File: config.mk
export PLATFORM = sky130hd
export DESIGN_NAME = serial_adder
export DESIGN_NICKNAME = d
export VERILOG_FILES = /design/src/rtl/serial_adder.sv
export SDC_FILE = /design/constraint.sdc
export NUM_CORES = 1
export LEC_CHECK = 0
export BUFFER_PORTS_ARGS = -buffer_cell sky130_fd_sc_hd__buf_2
export CORE_MARGIN = 3
export CORE_UTILIZATION = 53
export DETAILED_ROUTE_END_ITERATION = 7
export PLACE_DENSITY = 0.81
export SLEW_MARGIN = 10
export SYNTH_ARGS = -nofsm -noshare
export SYNTH_HDL_FRONTEND = slang
export SYNTH_SLANG_ARGS = --single-unit
File: constraint.sdc
create_clock -name clk -period 1.7 [get_ports clk]
set_clock_uncertainty 0.2 [all_clocks]
set_input_delay 0.255 -clock clk [delete_from_list [all_inputs] [get_ports clk]]
set_output_delay 0.255 -clock clk [all_outputs]
set_load 0.005 [all_outputs]
File: src/rtl/serial_adder.sv
// Bit-serial adder: one full-adder cell plus a registered carry.
// Operands are added LSB-first, one bit per clock, with start/busy/done sequencing.
module serial_adder #(
  parameter int WIDTH = 8
) (
  input  logic             clk,
  input  logic             rst,
  input  logic             start,
  input  logic [WIDTH-1:0] a_in,
  input  logic [WIDTH-1:0] b_in,
  input  logic             cin,
  output logic             busy,
  output logic             done,
  output logic [WIDTH-1:0] sum,
  output logic             cout
);

  localparam int CntW = (WIDTH > 1) ? $clog2(WIDTH) : 1;
  localparam logic [CntW-1:0] LastCnt = CntW'(WIDTH - 1);

  typedef enum logic [1:0] {
    IDLE,
    SHIFT,
    DONE
  } state_t;

  state_t state_q, state_d;

  logic [WIDTH-1:0] aSr_q, aSr_d;
  logic [WIDTH-1:0] bSr_q, bSr_d;
  logic [WIDTH-1:0] sSr_q, sSr_d;
  logic [WIDTH-1:0] sum_q, sum_d;
  logic [CntW-1:0]  cnt_q, cnt_d;
  logic             carry_q, carry_d;
  logic             cout_q, cout_d;

  logic faSum;
  logic faCarry;
  logic acceptStart;
  logic lastBit;

  assign faSum   = aSr_q[0] ^ bSr_q[0] ^ carry_q;
  assign faCarry = (aSr_q[0] & bSr_q[0]) | (aSr_q[0] & carry_q) | (bSr_q[0] & carry_q);

  // DONE accepts start just like IDLE so additions can run back-to-back.
  assign acceptStart = start && ((state_q == IDLE) || (state_q == DONE));
  assign lastBit     = (state_q == SHIFT) && (cnt_q == LastCnt);

  always_ff @(posedge clk) begin
    if (rst) begin
      state_q <= IDLE;
    end else begin
      state_q <= state_d;
    end
  end

  always_comb begin
    state_d = state_q;
    case (state_q)
      IDLE:    if (start) state_d = SHIFT;
      SHIFT:   if (cnt_q == LastCnt) state_d = DONE;
      DONE:    state_d = start ? SHIFT : IDLE;
      default: state_d = IDLE;
    endcase
  end

  always_comb begin
    busy = 1'b0;
    done = 1'b0;
    case (state_q)
      SHIFT:   busy = 1'b1;
      DONE:    done = 1'b1;
      default: ;
    endcase
  end

  always_comb begin
    aSr_d   = aSr_q;
    bSr_d   = bSr_q;
    sSr_d   = sSr_q;
    cnt_d   = cnt_q;
    carry_d = carry_q;
    sum_d   = sum_q;
    cout_d  = cout_q;
    if (acceptStart) begin
      aSr_d   = a_in;
      bSr_d   = b_in;
      carry_d = cin;
      cnt_d   = '0;
    end else if (state_q == SHIFT) begin
      aSr_d            = aSr_q >> 1;
      bSr_d            = bSr_q >> 1;
      sSr_d            = sSr_q >> 1;
      sSr_d[WIDTH-1]   = faSum;
      carry_d          = faCarry;
      cnt_d            = cnt_q + CntW'(1);
      // The result register is only written on the completing edge, so sum holds otherwise.
      if (lastBit) begin
        sum_d          = sSr_q >> 1;
        sum_d[WIDTH-1] = faSum;
        cout_d         = faCarry;
      end
    end
  end

  always_ff @(posedge clk) begin
    if (rst) begin
      aSr_q   <= '0;
      bSr_q   <= '0;
      sSr_q   <= '0;
      cnt_q   <= '0;
      carry_q <= 1'b0;
      sum_q   <= '0;
      cout_q  <= 1'b0;
    end else begin
      aSr_q   <= aSr_d;
      bSr_q   <= bSr_d;
      sSr_q   <= sSr_d;
      cnt_q   <= cnt_d;
      carry_q <= carry_d;
      sum_q   <= sum_d;
      cout_q  <= cout_d;
    end
  end

  assign sum  = sum_q;
  assign cout = cout_q;

endmodule
==> reports/metrics.csv <==
stage,metric,value,unit
drt,met3 WL,206,microns
finish,synth-to-layout area growth,20.0,%
yosys,most common cell in the netlist,dfxtp_1,
timing,hold_ws,7.51,ps
yosys,Synth top cells by count,"dfxtp_1, nand2_1, a21oi_1",
floorplan,Row Count,18,
finish,Final #Nets,239,
hold_path,Hold Path Class,primary input to flop,
placed_design,Post-DP Area,1690,sq um
setup_path,crit-path max cell delay,360,ps
yosys,number of synthesized flops with an enable pin,0,
yosys,top post-synthesis cells by area,"dfxtp_1, nand2_1, a21oi_1",
setup_path,CP startpoint,state_q[1]$_SDFFE_PP0P_,
floorplan,core area,2610,sq um
hold_path,HP Start,a_in[7],
run,# Max-Cap Violations,0,
yosys,synthesized area per cell,8.76,sq um
global_route,via count of the first global-routing pass,1280,
power,Leak,0.743,nW
drt,TritonRoute pass-1 iters,4,
timing,RSZ-0062 raised after global routing,no,
drt,initial drt markers,53,
setup_path,kind of critical path,flop to primary output,
drt,via count,1342,
cts,clk buf depth,2,
setup_path,WP data required,1240,ps
timing,post-route setup TNS,0,ps
floorplan,Chip Width,59.9,microns
yosys,Async SR Flop Fraction,0,%
drt,DRT Wirelength,3.24,mm
finish,Finished Layout Cells,246,
setup_path,Slowest cell on crit path,dfxtp_1,
drt,vias per cell,5.46,
yosys,cell count after synthesis,176,
timing,max_slew headroom,72.3,%
yosys,post-synth top area cell,dfxtp_1,
global_route,initial antenna violation count,0,
yosys,Syn Nets,199,
yosys,Synthesis Warnings,0,
yosys,"Top FF cell, synth",dfxtp_1,
cts,clock tree from TritonCTS,yes,
timing,final setup fails,0,
cts,clk sink count,38,
finish,share of cells above drive strength 1,24.1,%
finish,Layout Cell Area excl Fill,1850,sq um
global_route,largest net degree at the start of global routing,39,
floorplan,die area,3590,sq um
global_route,global-route wire length before repair,5.44,mm
floorplan,Initial Util,59.0,%
yosys,Yosys cell types,24,
cts,H-tree depth,2,
global_route,GRT Util Overall,20.3,%
drt,Antenna Nets Post-Route,0,
yosys,Synth top area share,49.4,%
setup_path,arrival time worst endpoint,1100,ps
power,Max IR drop VDD,0.000702,V
setup_path,crit-path max FO,4,
power,power per cell area,870,nW/um^2
placed_design,Port Buffer Count,30,
timing,period utilization,91.3,%
timing,Final Hold Vio Count,0,
run_status,outcome,"finished, final reports clean",
timing,"Slew Viols, Final",0,
drt,Met2 Wirelength,1.46,mm
setup_path,CP endpoint kind,primary output,
placed_design,DP Cell Count,227,
yosys,#FFs+latches synth,38,
cts,CTS buffer count,5,
finish,ANT cells,0,
setup_path,Startpoint Class,flop,
yosys,Netlist Area Pre-Place,1540,sq um
drt,M1 WL,1.52,mm
setup_path,reg2reg start,cnt_q[0]$_SDFFE_PP0N_,
setup_path,crit-path cells,"nand2b_2, clkinv_4, buf_2",
drt,DR WL/cell,13.2,microns
placed_design,GP Congestion,0.730,
cts,clk root buf,clkbuf_4,
drt,DRC Markers,0,
timing,min Tclk post-route,1550,ps
floorplan,Die Y,59.9,microns
timing,Slew @ Worst Pin,415,ps
cts,"CTS clk-pin slew, worst paths",110,ps
timing,Max Freq,645,MHz
drt,highest metal used,met4,
cts,Worst-Skew Late Latency,340,ps
floorplan,io pins,31,
placed_design,post-DP HPWL,2.06,mm
global_route,grt ovf,0,
yosys,"Seq/Total Area, Yosys",49.4,%
-- worst paths after layout --
| path | slack, ps | depth (start not counted) | endpoint |
|---|---|---|---|
| setup / recovery | 150 | 3 | busy |
| hold / removal | 8 | 3 | aSr_q[7]$_SDFFE_PP0P_ |
| setup reg to reg | 150 | 5 | sum[0]$_SDFFE_PP0P_ |
| hold reg to reg | 260 | 2 | sum[2]$_SDFFE_PP0P_ |
-- state kept, by name, summed over array words and instances (netlist names) --
register  cells
cnt_q         3
state_q       2
cout          1
sSr_q         7
bSr_q         8
aSr_q         8
sum           8
carry_q       1
-- cell type report --
cell class	count	area, sq um
clock buffers	7	45.0
fillers	211	762
inverters	1	8.76
multi-input cells	122	679
flip-flops and latches	38	762
well taps	30	37.5
repair buffers	47	313
repair inverters	1	5.00
-- worst max-delay path: cells and delay by family (launching register included) --
kind,cells,cell delay [ps]
simple gates,1,200
buf+inv,2,190
flops,1,360
-- placed cells by master, fill, tap and decap left out --
master,Yosys,routed
buf_2,4,30
nor2_1,9,9
nor2b_1,2,2
clkinv_4,1,1
nand3b_1,1,1
nor3_1,10,10
clkinv_2,0,1
o21a_1,1,1
buf_12,0,1
clkbuf_1,4,2
nand2_2,2,2
dlygate4sd3_1,0,9
fa_1,1,1
dfxtp_1,38,37
buf_4,5,7
a22oi_1,5,5
nand2_1,36,36
mux2i_1,3,3
nand3_1,15,15
a311oi_2,3,3
a311oi_1,4,4
dfxtp_2,0,1
nand2b_2,0,1
nand2b_1,2,1
o22ai_1,3,3
ha_1,2,2
a21oi_1,22,22
xnor2_1,1,1
clkbuf_4,0,5
-- per-layer routing --
metal	global-route usage (%)	up-vias
met2	32.4	33
li1	-	687
met3	6.48	7
met4	8.86	0
met1	24.8	615
met5	0	-
-- logic make-up after synthesis --
kind of cell	share of synthesized area, %
muxes	1.95
AOI/OAI and AO/OA	16.5
xor gates and xnor gates	0.568
DFF	49.4
adders and majority gates	2.92
buffers and inverters	6.74
and+or+nand+nor	22.0
-- report_power, final --
group | internal, W | switching [W]
Combinational | 0.000102 | 0.000121
Sequential | 0.000931 | 0.0000264
Clock | 0.000156 | 0.000274
Total | 0.00119 | 0.000422
-- what timing repair did --
item / CTS / global route
gates cloned: 1 / 0
endpoints found under the hold margin: 9 / 0
pin swaps: 0 / 1
endpoints found under the setup margin: 1 / 3
setup buffers: 0 / 2
hold buffers: 9 / 0
gates resized for setup: 1 / 1
-- through the flow --
step	setup slack [ps]	util [%]	power, W
6_report	149	70.8	0.00161
5_1_grt	17.4	70.8	0.00169
4_1_cts	22.2	70.2	0.00162
3_5_place_dp	172	64.8	0.00117
3_3_place_gp	240	64.8	0.00117
2_1_floorplan	305	-	0.00113
Note: power is estimated with default switching activity, not from simulation.
